### src/rtl/call_stack_if.sv
// Bundle of control inputs and status outputs for the call_stack return-address/data stack.
// The controller drives push/pop/clear/stall as level commands sampled on the rising edge.
interface call_stack_if #(
  parameter int DATA_W = 12,
  parameter int DEPTH  = 8
);
  localparam int PTR_W = $clog2(DEPTH);

  logic              stall;
  logic              clear;
  logic              push;
  logic              pop;
  logic [DATA_W-1:0] push_data;
  logic              err_clr;
  logic [DATA_W-1:0] top;
  logic [PTR_W:0]    count;
  logic              empty;
  logic              full;
  logic              overflow;
  logic              underflow;

  modport master (
    output stall, clear, push, pop, push_data, err_clr,
    input  top, count, empty, full, overflow, underflow
  );

  modport slave (
    input  stall, clear, push, pop, push_data, err_clr,
    output top, count, empty, full, overflow, underflow
  );
endinterface

### src/rtl/call_stack.sv
// Parametrised LIFO for return addresses/data with drop or wrap-on-full policy,
// stall hold, synchronous clear and sticky overflow/underflow flags.
module call_stack #(
  parameter int DATA_W    = 12,
  parameter int DEPTH     = 8,
  parameter int WRAP_MODE = 0
) (
  input  logic       clk,
  input  logic       reset,
  call_stack_if.slave bus
);
  localparam int PTR_W = $clog2(DEPTH);
  localparam logic [PTR_W-1:0] SP_ONE  = PTR_W'(1);
  localparam logic [PTR_W:0]   CNT_ONE = (PTR_W+1)'(1);
  localparam logic [PTR_W:0]   CNT_MAX = (PTR_W+1)'(DEPTH);

  logic [DATA_W-1:0] r_mem [DEPTH];
  logic [PTR_W-1:0]  r_sp;
  logic [PTR_W:0]    r_count;
  logic              r_ovf;
  logic              r_unf;

  logic [PTR_W-1:0]  w_sp_m1;
  logic              w_empty;
  logic              w_full;
  logic [PTR_W-1:0]  w_sp_nxt;
  logic [PTR_W:0]    w_cnt_nxt;
  logic              w_wr_en;
  logic [PTR_W-1:0]  w_wr_addr;
  logic              w_set_ovf;
  logic              w_set_unf;

  assign w_sp_m1 = r_sp - SP_ONE;
  assign w_empty = (r_count == '0);
  assign w_full  = (r_count == CNT_MAX);

  // Command decode. Priority is stall > clear > push/pop; push&pop on a
  // non-empty stack rewrites the top slot in place.
  always_comb begin
    w_sp_nxt  = r_sp;
    w_cnt_nxt = r_count;
    w_wr_en   = 1'b0;
    w_wr_addr = r_sp;
    w_set_ovf = 1'b0;
    w_set_unf = 1'b0;
    if (!bus.stall) begin
      if (bus.clear) begin
        w_sp_nxt  = '0;
        w_cnt_nxt = '0;
      end else if (bus.push && bus.pop) begin
        w_wr_en = 1'b1;
        if (w_empty) begin
          w_sp_nxt  = r_sp + SP_ONE;
          w_cnt_nxt = CNT_ONE;
          w_set_unf = 1'b1;
        end else begin
          w_wr_addr = w_sp_m1;
        end
      end else if (bus.push) begin
        if (!w_full) begin
          w_wr_en   = 1'b1;
          w_sp_nxt  = r_sp + SP_ONE;
          w_cnt_nxt = r_count + CNT_ONE;
        end else begin
          w_set_ovf = 1'b1;
          if (WRAP_MODE != 0) begin
            w_wr_en  = 1'b1;
            w_sp_nxt = r_sp + SP_ONE;
          end
        end
      end else if (bus.pop) begin
        if (!w_empty) begin
          w_sp_nxt  = w_sp_m1;
          w_cnt_nxt = r_count - CNT_ONE;
        end else begin
          w_set_unf = 1'b1;
        end
      end
    end
  end

  always_ff @(posedge clk or negedge reset) begin
    if (!reset) begin
      r_sp    <= '0;
      r_count <= '0;
      r_ovf   <= 1'b0;
      r_unf   <= 1'b0;
    end else if (!bus.stall) begin
      r_sp    <= w_sp_nxt;
      r_count <= w_cnt_nxt;
      // A fresh error in the same cycle as err_clr keeps the flag set.
      r_ovf   <= (r_ovf & ~bus.err_clr) | w_set_ovf;
      r_unf   <= (r_unf & ~bus.err_clr) | w_set_unf;
    end
  end

  // Entry storage is intentionally not reset; only sp/count define validity.
  always_ff @(posedge clk) begin
    if (w_wr_en) begin
      r_mem[w_wr_addr] <= bus.push_data;
    end
  end

  assign bus.top       = w_empty ? '0 : r_mem[w_sp_m1];
  assign bus.count     = r_count;
  assign bus.empty     = w_empty;
  assign bus.full      = w_full;
  assign bus.overflow  = r_ovf;
  assign bus.underflow = r_unf;
endmodule

### src/flat_wrapper.sv
// flat-port wrapper written by rule: the top's interface ports become plain ports
module call_stack_flat 
#(
  parameter int DATA_W    = 12,
  parameter int DEPTH     = 8,
  parameter int WRAP_MODE = 0
)
  (clk, reset, bus_stall, bus_clear, bus_push, bus_pop, bus_push_data, bus_err_clr, bus_top, bus_count, bus_empty, bus_full, bus_overflow, bus_underflow);
  call_stack_if #(.DATA_W(DATA_W), .DEPTH(DEPTH)) bus_i ();
  input  logic clk;
  input  logic reset;
  input wire logic [$bits(bus_i.stall)-1:0] bus_stall;
  input wire logic [$bits(bus_i.clear)-1:0] bus_clear;
  input wire logic [$bits(bus_i.push)-1:0] bus_push;
  input wire logic [$bits(bus_i.pop)-1:0] bus_pop;
  input wire logic [$bits(bus_i.push_data)-1:0] bus_push_data;
  input wire logic [$bits(bus_i.err_clr)-1:0] bus_err_clr;
  output wire logic [$bits(bus_i.top)-1:0] bus_top;
  output wire logic [$bits(bus_i.count)-1:0] bus_count;
  output wire logic [$bits(bus_i.empty)-1:0] bus_empty;
  output wire logic [$bits(bus_i.full)-1:0] bus_full;
  output wire logic [$bits(bus_i.overflow)-1:0] bus_overflow;
  output wire logic [$bits(bus_i.underflow)-1:0] bus_underflow;
  assign bus_i.stall = bus_stall;
  assign bus_i.clear = bus_clear;
  assign bus_i.push = bus_push;
  assign bus_i.pop = bus_pop;
  assign bus_i.push_data = bus_push_data;
  assign bus_i.err_clr = bus_err_clr;
  assign bus_top = bus_i.top;
  assign bus_count = bus_i.count;
  assign bus_empty = bus_i.empty;
  assign bus_full = bus_i.full;
  assign bus_overflow = bus_i.overflow;
  assign bus_underflow = bus_i.underflow;
  call_stack #(.DATA_W(DATA_W), .DEPTH(DEPTH), .WRAP_MODE(WRAP_MODE)) u_core (.clk(clk), .reset(reset), .bus(bus_i));
endmodule
### config.mk
export PLATFORM = sky130hd
export DESIGN_NAME = call_stack_flat
export DESIGN_NICKNAME = d
export VERILOG_FILES = /design/src/rtl/call_stack_if.sv /design/src/rtl/call_stack.sv /design/src/flat_wrapper.sv
export SDC_FILE = /design/constraint.sdc
export NUM_CORES = 1
export LEC_CHECK = 0
export ABC_AREA = 1
export CAP_MARGIN = 40
export CORE_AREA = 5 5 84 124
export CTS_CLUSTER_SIZE = 10
export DETAILED_ROUTE_END_ITERATION = 7
export DIE_AREA = 0 0 89 129
export PLACE_DENSITY_LB_ADDON = 0.12
export REMOVE_ABC_BUFFERS = 1
export SYNTH_ARGS = -nofsm -noshare
export SYNTH_HDL_FRONTEND = slang
export SYNTH_SLANG_ARGS = --single-unit
### constraint.sdc
create_clock -name clk -period 2.5 [get_ports clk]
set_clock_uncertainty 0.2 [all_clocks]
set_input_delay 0.5 -clock clk [delete_from_list [all_inputs] [get_ports clk]]
set_output_delay 0.5 -clock clk [all_outputs]
set_load 0.02 [all_outputs]
Word-level counts from Yosys, hierarchy flattened
Memories as Yosys holds them, arrays and structs flattened.
Cells that the tools add are included.
{"block": "totals", "register_bits": 9, "latchBits": 0, "ramBits": 96, "mem_bits_ro": 0, "input_bits": 19, "out_inout_bits": 20, "wordCells": 60, "mem_count": 1}
{"block": "classes", "addsub": 4, "n_mul": 0, "div_mod_pow": 0, "n_lt_le_gt_ge": 0, "n_eq_ne": 4, "n_shift": 0, "n_mux": 36, "n_bitwise": 6, "n_reduce_logical": 5}
{"memory": "u_core.r_mem", "depth": 8, "word_bits": 12, "rd": 1, "rd_clocked_by_memory_dff": 0, "write_ports": 1, "line_no": "call_stack.sv:17", "rtl": "logic [DATA_W-1:0] r_mem [DEPTH];"}
{"cell": "3-bit 2-to-1 mux", "count": 10}
{"cell": "4-bit 2-to-1 mux", "count": 7}
{"cell": "1-bit 2-to-1 mux", "count": 18}
{"cell": "12-bit 2-to-1 mux", "count": 1}
{"cell": "5-bit AND reduction", "count": 1}
{"cell": "4-bit by 1-bit adder with 4-bit output (second input constant)", "count": 1}
{"cell": "4-bit equality test (second input constant)", "count": 1}
{"cell": "4-bit zero test", "count": 1}
{"cell": "4-bit by 3-bit inequality test with 1-bit output (second input constant)", "count": 1}
{"cell": "4-bit inequality test (second input constant)", "count": 1}
{"cell": "4-bit AND reduction", "count": 1}
{"cell": "4-bit nonzero test", "count": 1}
{"cell": "4-bit by 1-bit subtractor with 4-bit output (second input constant)", "count": 1}
{"cell": "3-bit by 1-bit adder with 3-bit output (second input constant)", "count": 1}
{"cell": "3-bit by 2-bit inequality test with 1-bit output (second input constant)", "count": 1}
{"cell": "3-bit by 1-bit subtractor with 3-bit output (second input constant)", "count": 1}
{"cell": "1-bit bitwise AND", "count": 2}
{"cell": "1-bit NOT", "count": 2}
{"cell": "1-bit OR", "count": 2}
{"cell": "1-bit logical AND", "count": 1}

Longest topological paths before layout
Gate-level depths: netlist of run 1.
{"block": "logic_depth", "ltp_word": 8, "mapped_depth": 11, "ltp_nobuf": 9}

Least setup slack after synthesis of run 1
No wires, ideal clock.
{"block": "synth_path", "kind": "flip-flop to flip-flop", "from": "reg u_core.r_sp[0]", "to": "mem u_core.r_mem[0][0] (enable)", "setup_time_ps": 380, "t_arrival_ps": 2064, "required_ps": 1920, "slack_ps": -145, "stages_incl_launch_ff": 12, "path_buffers": 2, "period_less_slack_ps": 2645, "path_cell_list": "dfrtp_1 -> buf_2 -> inv_2 -> buf_2 -> ha_1 -> xnor2_1 -> nand2_1 -> nand2_1 -> nand2_1 -> nand2_1 -> nand2_1 -> nor2_1"}
{"block": "synth_via", "elab_chain_cells": 5}
{"item": "start: declaration", "line_no": "call_stack.sv:18", "rtl": "logic [PTR_W-1:0] r_sp;"}
{"item": "start signal: assignment", "line_no": "call_stack.sv:89", "rtl": "r_sp <= w_sp_nxt;"}
{"item": "3-bit by 1-bit subtractor with 3-bit output", "line_no": "call_stack.sv:33", "rtl": "assign w_sp_m1 = r_sp - SP_ONE;"}
{"item": "3-bit 2-to-1 mux", "line_no": "call_stack.sv:52", "rtl": "if (w_empty) begin"}
{"item": "3-bit 2-to-1 mux", "line_no": "call_stack.sv:50", "rtl": "end else if (bus.push && bus.pop) begin"}
{"item": "3-bit 2-to-1 mux", "line_no": "call_stack.sv:47", "rtl": "if (bus.clear) begin"}
{"item": "3-bit 2-to-1 mux *", "line_no": "call_stack.sv:46", "rtl": "if (!bus.stall) begin"}
{"item": "end: declaration", "line_no": "call_stack.sv:17"}
Mark *: on every way between the ends. The rest lies on a longest branch, timed or not.

Worst setup path after layout of run 1
{"block": "layout_path", "from": "reg u_core.r_sp[1]", "to": "out bus_top[5]"}
{"block": "layout_via", "elab_chain_cells": 3}
{"item": "3-bit by 1-bit subtractor with 3-bit output", "line_no": "call_stack.sv:33"}
{"item": "memory read 8 x 12 bit"}
{"item": "12-bit 2-to-1 mux", "line_no": "call_stack.sv:104", "rtl": "assign bus.top = w_empty ? '0 : r_mem[w_sp_m1];"}
{"item": "end: declaration", "line_no": "flat_wrapper.sv:18", "rtl": "output wire logic [$bits(bus_i.top)-1:0] bus_top;"}
No other way between the ends.

==> flow_summary.toml, run 1 <==
[synth]
yosysWarnings = 0
yosysSeqAreaShare = 0.667
synth.distinct_cells = 29
ys_ff_latch = 105
syn_area_mm2 = 0.00466
syn_inst = 422
syn_avg_cell_area_um2 = 11.0

[power]
p_per_area_mw_per_mm2 = 1220
total_power_mw = 7.25
vdd_drop_max_mv = 0.739
power.leakage_nw = 2.31

[global_route]
grtUsageTotal = 0.207
grt_max_degree = 54
overflow = 0
antenna_found_initial = 0
grt_pass1_vias = 3341
grt_pass1_wl_um = 17300

[sta]
rsz0062_at_grt = "yes"
setup_viol = 12
slew_violations = 0
whs_ns = 0.297
max-slew-margin-rel = 0.651
hold_viol_final = 0
finalSetupTns_ns = -0.691
max_freq_mhz = 386
finalCriticalPeriod_ns = 2.59
period_share = 1.04
layout_setup_ws_ns = -0.0888
tightest_slew_ns = 0.523

[die]
dieArea_mm2 = 0.0115
die_h_um = 129
ios = 39
rows = 43
initial_utilization = 0.506
die_w_um = 89
core_area_mm2 = 0.00920

[cells_and_area]
nFillCells = 711
diodes = 0
layout-drive-gt1-share = 0.227
fin_nets = 527
final_cell_mix = "96 x edfxtp_1, 68 x nor2_1, 58 x nand2_1"
utilization = 0.644
final_common_cell = "edfxtp_1"
syn_to_final_growth_pct = 27.3

[routing]
route.detailed.drc = 0
vias_per_cell = 5.51
wl_um = 11300
dr.pass1.iters = 5
via_count = 3412
drtIter0Drc = 230
wire_per_inst_um = 18.3
ant_nets = 0

[setup_path]
worstSetupEndpointType = "output port"
cp.arrival_ns = 1.89
cp_slowest_cell = "dfrtp_1"
cpPeakStageDelay_ns = 0.38
critPathRequiredTime_ns = 1.80
worstSetupStartpointType = "flip-flop"
crit_chain = "inv_2, ha_4, buf_6, buf_6, o21ai_2, o22ai_1, inv_1, o21ai_2, buf_6"
critPathKind = "reg2out"
crit_top_cell = "buf_6"
cp_max_fo = 5

[clock_network]
htree_num_levels = 3
cts.root.buffer_cell = "clkbuf_16"
clkSinkCount = 105
clkLatencyLatePin_ns = 0.34
path_clk_slew_ns = 0.07
cts_buffers = 9
cts_buffer_depth = 2
cts_tree = "built"

[run]
drv_cap = 0

[run_status]
violations = "negative setup slack"
status = "complete, but fails checks"

[placed_design]
gp_congestion = 0.907
hpwl_um = 7210
portBuffers = 38

[worst_hold_path]
worstHoldPathType = "in2async"
-- metrics by stage --
| stage | setup slack [ns] | area [µm²] | instances |
|---|---|---|---|
| after floorplan | -1.48 | 4580 | 404 |
| after global placement | -0.231 | 5450 | 597 |
| after detailed placement | -0.280 | 5450 | 597 |
| after CTS | -0.0798 | 5860 | 616 |
| after global routing | -0.164 | 5930 | 619 |
| final | -0.0888 | 5930 | 619 |
-- path summary, 6_finish.rpt --
kind                       cells past startpoint  slack, ns                                to                             start
max                                            9      -0.09                        bus_top[5]        u_core.r_sp[1]$_DFFE_PN0P_
min                                            1       0.30  u_core.bus.underflow$_DFFE_PN0N_                             reset
max reg2reg                                   11       0.17      u_core.r_mem[1][1]$_DFFE_PP_        u_core.r_sp[0]$_DFFE_PN0P_
min reg2reg                                    2       0.31  u_core.bus.underflow$_DFFE_PN0N_  u_core.bus.underflow$_DFFE_PN0N_
max in group asynchronous                      1       1.45   u_core.bus.count[3]$_DFFE_PN0P_                             reset
min in group clk                               2       0.31  u_core.bus.underflow$_DFFE_PN0N_  u_core.bus.underflow$_DFFE_PN0N_
-- per-layer routing --
metal  up-vias  share of wire  global-route usage
li1       1645              -                   -
met1      1661           0.40               0.254
met2        88           0.53               0.357
met3        18          0.049              0.0410
met4         0          0.020              0.0754
met5         -              0                   0
-- sequential cells by signal (all words and copies together), names as in the netlist --
| signal | cells |
|---|---|
| u_core.bus.overflow | 1 |
| u_core.bus.count | 4 |
| u_core.r_sp | 3 |
| u_core.r_mem | 96 |
| u_core.bus.underflow | 1 |
-- where the power goes --
part	switching (mW)	internal, mW	total [mW]
Sequential	0.0538	2.01	2.06
Combinational	2.20	1.63	3.82
Clock	0.592	0.771	1.36
-- cell usage after synthesis --
cell / instances / area (µm²)
xor2_1: 1 / 8.76
o21ai_0: 54 / 270
or2_2: 1 / 6.26
nor2_4: 3 / 33.8
nor2_1: 68 / 255
nor2_2: 2 / 12.5
a21oi_1: 3 / 15.0
or2_4: 1 / 8.76
fa_1: 1 / 20.0
clkbuf_1: 12 / 45.0
nand2_2: 2 / 12.5
dfrtp_1: 9 / 225
nand2_1: 58 / 218
inv_1: 29 / 109
xnor2_1: 2 / 17.5
buf_2: 4 / 20.0
nand4_1: 3 / 18.8
ha_1: 4 / 50.1
o22ai_1: 24 / 150
inv_4: 1 / 6.26
o41ai_1: 1 / 8.76
buf_6: 1 / 11.3
edfxtp_1: 96 / 2880
buf_1: 1 / 3.75
nand3_1: 25 / 125
nand2_4: 1 / 11.3
nor3_1: 1 / 5.00
o21ai_2: 11 / 96.3
inv_2: 3 / 11.3
-- cell families (layout without fill, tap and decap cells) --
logic type | after synthesis | after routing | synth area share
simple gates | 165 | 166 | 0.152
flops | 105 | 105 | 0.667
compound gates | 93 | 93 | 0.116
buf+inv | 51 | 135 | 0.0443
fa+ha+maj | 5 | 5 | 0.0150
xor+xnor | 3 | 3 | 0.00564
-- final cells by class --
cell class	count	area, µm²	area share
repair buffers	87	852	0.144
flip-flops and latches	105	3110	0.524
well taps	112	140	0.0236
clock inverters	5	56.3	0.00950
clock buffers	10	229	0.0386
inverters	33	129	0.0217
multi-input cells	267	1420	0.239
-- repair_timing --
action,in CTS,in global routing
pin swaps,8,10
endpoints found under the setup margin,13,13
cloned,3,1
buffers inserted,1,2
hold buffers,0,0
hold endpoints to repair,0,0
resized for setup,104,21
-- worst max-delay path, delay by kind of cell, from the launching register on --
| family | cells | cell delay, ns |
|---|---|---|
| AO/OA/AOI/OAI | 3 | 0.35 |
| adder cells (fa/ha/maj) | 1 | 0.32 |
| buffers and inverters | 5 | 0.49 |
| flip-flops | 1 | 0.38 |
(Power assumes the default switching activity.)
==> run 2: changes to the inputs <==
--- a/config.mk
+++ b/config.mk
@@ -8,7 +8,7 @@
 export ABC_AREA = 1
 export CAP_MARGIN = 40
 export CORE_AREA = 5 5 84 124
-export CTS_CLUSTER_SIZE = 10
+export CTS_CLUSTER_SIZE = 14
 export DETAILED_ROUTE_END_ITERATION = 7
 export DIE_AREA = 0 0 89 129
 export PLACE_DENSITY_LB_ADDON = 0.12
==> results of run 2 <==
No change in the layout: final DEF, timing and power equal those of run 1.
